$ cat src/rtl/mips_pkg.sv
// Shared types and constants for the MIPS fetch front end.
package mips_pkg;

   localparam int WORD_W = 32;
   localparam int JIDX_W = 26;

   localparam logic [WORD_W-1:0] NOP = 32'h0000_0000;

   typedef enum logic [1:0] {
      BOOT,
      REQ,
      VALID
   } fetch_state_e;

endpackage

$ cat src/rtl/next_pc_sel.sv
// Branch, jump and jump-register target formation with the redirect priority mux.
module next_pc_sel
   import mips_pkg::*;
(
   input  logic [WORD_W-1:0] pc_plus4,
   input  logic [WORD_W-1:0] branch_offset_sl2,
   input  logic [JIDX_W-1:0] jump_index,
   input  logic [WORD_W-1:0] jump_reg_addr,
   input  logic              branch_taken,
   input  logic              jump,
   input  logic              jump_reg,
   output logic [WORD_W-1:0] next_pc,
   output logic              misalign
);

   logic [WORD_W-1:0] branch_target;
   logic [WORD_W-1:0] jump_target;
   logic [WORD_W-1:0] jr_target;

   // Branch overflow wraps silently; the PC is a plain 32-bit modulo counter.
   assign branch_target = pc_plus4 + branch_offset_sl2;
   assign jump_target   = {pc_plus4[WORD_W-1:WORD_W-4], jump_index, 2'b00};
   assign jr_target     = {jump_reg_addr[WORD_W-1:2], 2'b00};

   always_comb begin
      // NOTE: every output gets a default first, so no path can infer a latch.
      next_pc  = pc_plus4;
      misalign = 1'b0;
      if (jump_reg) begin
         next_pc  = jr_target;
         misalign = |jump_reg_addr[1:0];
      end else if (jump) begin
         next_pc = jump_target;
      end else if (branch_taken) begin
         next_pc = branch_target;
      end
   end

endmodule

$ cat src/rtl/pc_fetch_unit.sv
// PC register and fetch sequencer: request/ready handshake with instruction
// memory, one registered instruction presented to decode at a time.
module pc_fetch_unit
   import mips_pkg::*;
#(
   parameter logic [WORD_W-1:0] RESET_VECTOR = 32'h0000_0000
) (
   input  logic              clk,
   input  logic              rst_n,
   input  logic [WORD_W-1:0] branch_offset_sl2,
   input  logic              branch_taken,
   input  logic              jump,
   input  logic [JIDX_W-1:0] jump_index,
   input  logic              jump_reg,
   input  logic [WORD_W-1:0] jump_reg_addr,
   input  logic              stall,
   output logic              imem_req,
   output logic [WORD_W-1:0] imem_addr,
   input  logic              imem_ready,
   input  logic [WORD_W-1:0] imem_rdata,
   output logic              instr_valid,
   output logic [WORD_W-1:0] instr,
   output logic [WORD_W-1:0] pc,
   output logic [WORD_W-1:0] pc_plus4,
   output logic              addr_err
);

   fetch_state_e      state_q, state_d;
   logic [WORD_W-1:0] pc_q, pc_d;
   logic [WORD_W-1:0] instr_q, instr_d;
   logic              instr_valid_q, instr_valid_d;
   logic              addr_err_q, addr_err_d;

   logic [WORD_W-1:0] next_pc;
   logic              misalign;

   assign pc_plus4 = pc_q + 32'd4;

   next_pc_sel u_next_pc_sel (
      .pc_plus4          (pc_plus4),
      .branch_offset_sl2 (branch_offset_sl2),
      .jump_index        (jump_index),
      .jump_reg_addr     (jump_reg_addr),
      .branch_taken      (branch_taken),
      .jump              (jump),
      .jump_reg          (jump_reg),
      .next_pc           (next_pc),
      .misalign          (misalign)
   );

   always_comb begin
      state_d       = state_q;
      pc_d          = pc_q;
      instr_d       = instr_q;
      instr_valid_d = instr_valid_q;
      addr_err_d    = 1'b0;
      unique case (state_q)
         BOOT: state_d = REQ;
         REQ: begin
            if (imem_ready) begin
               instr_d       = imem_rdata;
               instr_valid_d = 1'b1;
               state_d       = VALID;
            end
         end
         VALID: begin
            // Redirects are only looked at on the cycle decode accepts the instruction.
            if (!stall) begin
               pc_d          = next_pc;
               instr_valid_d = 1'b0;
               addr_err_d    = misalign;
               state_d       = REQ;
            end
         end
         default: state_d = BOOT;
      endcase
   end

   // NOTE: state registers use non-blocking assignments so all flops update together.
   always_ff @(posedge clk or negedge rst_n) begin
      if (!rst_n) begin
         state_q       <= BOOT;
         pc_q          <= RESET_VECTOR;
         instr_q       <= NOP;
         instr_valid_q <= 1'b0;
         addr_err_q    <= 1'b0;
      end else begin
         state_q       <= state_d;
         pc_q          <= pc_d;
         instr_q       <= instr_d;
         instr_valid_q <= instr_valid_d;
         addr_err_q    <= addr_err_d;
      end
   end

   assign imem_req    = (state_q == REQ);
   assign imem_addr   = pc_q;
   assign pc          = pc_q;
   assign instr       = instr_q;
   assign instr_valid = instr_valid_q;
   assign addr_err    = addr_err_q;

endmodule
$ cat config.mk
export PLATFORM = sky130hd
export DESIGN_NAME = pc_fetch_unit
export DESIGN_NICKNAME = d
export VERILOG_FILES = /design/src/rtl/mips_pkg.sv /design/src/rtl/next_pc_sel.sv /design/src/rtl/pc_fetch_unit.sv
export SDC_FILE = /design/constraint.sdc
export NUM_CORES = 1
export LEC_CHECK = 0
export ABC_AREA = 1
export BUFFER_PORTS_ARGS = -buffer_cell sky130_fd_sc_hd__buf_2
export CAP_MARGIN = 25
export CORE_MARGIN = 2
export CORE_UTILIZATION = 55
export DETAILED_ROUTE_END_ITERATION = 7
export PLACE_DENSITY = 0.88
export SETUP_SLACK_MARGIN = 0.1
export SYNTH_ARGS = -nofsm -noshare
export SYNTH_HDL_FRONTEND = slang
export SYNTH_SLANG_ARGS = --single-unit
export TNS_END_PERCENT = 5
$ cat constraint.sdc
create_clock -name clk -period 8.9 [get_ports clk]
set_clock_uncertainty 0.2 [all_clocks]
set_input_delay 0.89 -clock clk [delete_from_list [all_inputs] [get_ports clk]]
set_output_delay 0.89 -clock clk [all_outputs]
set_load 0.05 [all_outputs]
==> summary.txt <==
Clock network
  • Root Buffer: clkbuf_16
  • H-tree levels: 3
  • CTS Hold Bufs: 0
  • Cts bufs inserted: 9
  • Post-cts sizing count: 0
  • Clock-pin transition on the worst setup and hold timing paths: 60 ps
  • CTS tree: yes
  • # Post-CTS Setup Buffers: 0
  • Clk sink count: 68
  • Clock Tree Buf Depth: 2
  • Worst-Skew Late Latency: 340 ps

Floorplanning
  • Row count: 40
  • Die Wd: 116.0 µm
  • Die ar.: 13460 µm²
  • Core box area: 12110 µm²
  • DIE HEIGHT: 116.0 µm
  • Top-Level Pins: 260
  • Initial core utilization: 56.97%

Synth
  • Library cells used by synthesis: 47
  • Seq/Total Area, Yosys: 24.66%
  • Top-count cell post-synth: nand2_1
  • Synth top area cells: dfrtp_1 (25%), nand2_1 (18%), inv_1 (8.3%), ha_1 (7.1%), nor2_1 (6.3%)
  • Asr flop ratio synth: 100.0%
  • Post-synth top flop: dfrtp_1
  • Area share of the largest cell type after synthesis: 24.66%
  • Post-synthesis register bit count: 68
  • Synth warn: 0
  • Syn avg cell area: 6.372 µm²
  • Most frequent cells after synthesis: nand2_1 (340), inv_1 (152), nor2_1 (115), nand3_1 (79), dfrtp_1 (68)
  • Yosys top cell by area: dfrtp_1
  • Synthesized net count: 1252
  • Post-synth EDFFs: 0
  • Cell area after synthesis: 6900 µm²
  • Post-Synthesis Cells: 1083

Routing
  • Remaining DRCs: 0
  • Routed len/inst: 16.46 µm
  • Routed wire length: 24270 µm
  • 1st-iter DRT viols: 746
  • Drt first pass iters: 6
  • Detail Route Antenna Nets: 0
  • Via count: 7895
  • Drt via density: 5.353

Timing
  • Slew margin rel.: 41.03%
  • Setup Viol. Count Final: 0
  • Period utilisation layout: 42.00%
  • Slew @ Worst Pin: 884.5 ps
  • Hold Vio Cnt, Final: 0
  • RSZ-0062 raised after global routing: no
  • Fmax: 267.5 MHz
  • Setup TNS: 0 ps
  • Fin. max-slew vios: 0
  • Clock period minus worst slack: 3738 ps

Power
  • Leakage: 0.004883 µW
  • Internal power: 1348 µW
  • Pwr per Cell Area: 443.3 nW/µm²
  • Sequential power share: 16.9%
  • Max IR drop VDD: 0.3386 mV
  • Clk pwr share: 9.8%
  • Combinational power share: 73.3%
  • Switch share: 63.64%
  • NetSw: 2359 µW

Global routing
  • Number of global-route vias before repair: 7383
  • Total grt overflow: 0
  • First-pass GRT wire length: 37510 µm
  • Antenna violations before repair: 1
  • Largest net degree at the start of global routing: 69
  • All-Layer GR Usage: 36.38%

Critical path
  • Reg2Reg Depth: 21
  • Worst EP required: 8930 ps
  • CP Capture Type: register
  • Max incr delay on CP: 460 ps
  • WP data arrival: 3760 ps
  • Most used cell, CP: nand2_1
  • CP max-delay cell: dfrtp_1
  • CP Launch Type: register
  • CP Cell Sequence: ha_1 > nand2_2 > inv_2 > nand3_1 > nor2_1 > nand2_1 > o31ai_1 > nand2_1 > ha_1 > nand2_1 > inv_1 > a21oi_1 > nand2_1 > a21oi_1 > nand2_1 > nand2_1 > nand3_1 > nand2_1 > nand2_1 > nand2_1 > nand2_1
  • Crit Path Max Fanout: 6
  • Crit Path Class: reg -> reg

Layout
  • Non-filler cells, final: 1475
  • Synth-to-layout area growth: 21.16%
  • Final net count: 1470
  • Share of cells above drive strength 1: 26.65%

Hold path
  • Hold Crit Class: reg -> reg
  • Hold depth: 1

Place
  • Dpl hpwl: 19940 µm
  • Gpl congestion: 1.003
  • Dpl cells: 1457
  • PortBufs: 259

Job
  • Max-cap viol count: 0

Run status
  • Status: completed
cell usage in the layout (no fill, tap or decap), drive strengths merged:
master    synthesis  final
a21o              3      3
a21oi            59     59
a31oi             1      1
a32o              1      1
a41oi             1      1
and2              3      3
and3              2      2
buf              43    263
bufinv            0      1
clkbuf           12     10
clkinv            2      3
clkinvlp          0      2
dfrtp            68     68
diode             0      1
fa                1      1
ha               39     39
inv             160    162
mux2             32     32
nand2           347    347
nand3            81     81
nand3b            2      2
nand4             9      9
nor2            126    126
nor3             12     12
o211ai            8      8
o21ai            34     34
o21bai            5      5
o221ai            2      2
o22ai             3      3
o31ai             3      3
or2               3      3
xnor2             3      3
xor2             17     17
state kept, by name, indices dropped and copies added (netlist names):
name         cells
imem_addr       32
addr_err         1
instr           32
state_q          2
instr_valid      1
metal layers:
layer | up-vias | track usage [%] | wire length, µm
met3 | 78 | 8.577 | 2665
met5 | - | 0 | 0
met2 | 469 | 57.12 | 10830
met4 | 0 | 17.14 | 1174
met1 | 3519 | 47.60 | 9603
li1 | 3829 | - | -
per-stage QoR:
stage / area (µm²) / setup slack [ps] / util [%] / power, µW / hold slack [ps]
after floorplan: 6900 / 4970 / - / 2718 / 251.8
after global placement: 8043 / 5353 / 66.41 / 3257 / 250.2
after detailed placement: 8043 / 5307 / 66.41 / 3293 / 263.3
after CTS: 8343 / 5282 / 68.88 / 3667 / 277.6
after global routing: 8361 / 4780 / 69.03 / 3931 / 314.3
final: 8361 / 5162 / 69.03 / 3706 / 280.1
power groups by stage:
stage,registers (µW),clock network [µW],logic [µW]
after global routing,646,378,2910
after detailed placement,622,0,2670
after global placement,613,0,2640
after CTS,621,365,2680
after floorplan,1090,0,1630
final,627,364,2720
layout make-up:
type / instances / area [µm²]
clock inverters: 6 / 71.32
clock buffers: 10 / 229.0
flip-flops and latches: 68 / 1702
fillers: 1116 / 3751
inverters: 162 / 608.1
well taps: 168 / 210.2
multi-input cells: 797 / 4204
repair buffers: 263 / 1334
diodes: 1 / 2.502
logic make-up after synthesis:
| kind of cell | after synthesis | share of synthesized area (%) |
|---|---|---|
| XOR/XNOR | 20 | 2.647 |
| adder cells (fa/ha/maj) | 40 | 7.362 |
| AND/OR/NAND/NOR | 585 | 35.90 |
| multiplexers | 32 | 5.222 |
| flip-flops | 68 | 24.66 |
| AO/OA/AOI/OAI | 120 | 9.755 |
| buffers and inverters | 218 | 14.45 |
worst paths after layout:
kind | start | to | slack, ps
min in group asynchronous | rst_n | instr[19] | 540
worst min register to register | state_q[1] | state_q[0] | 280
worst max-delay path | imem_addr[2] | imem_addr[25] | 5160
worst min-delay path | state_q[1] | state_q[0] | 280
worst max register to register | imem_addr[2] | imem_addr[25] | 5160
max in group asynchronous | rst_n | instr[3] | 7370
worst max-delay path, delay by kind of cell, from the launching register on:
| kind | cells | cell delay [ps] |
|---|---|---|
| DFF | 1 | 460 |
| and+or+nand+nor | 14 | 1380 |
| adders and majority gates | 2 | 610 |
| AOI/OAI and AO/OA | 3 | 830 |
| buffers and inverters | 2 | 150 |
Power figures use the tool's default switching activity.
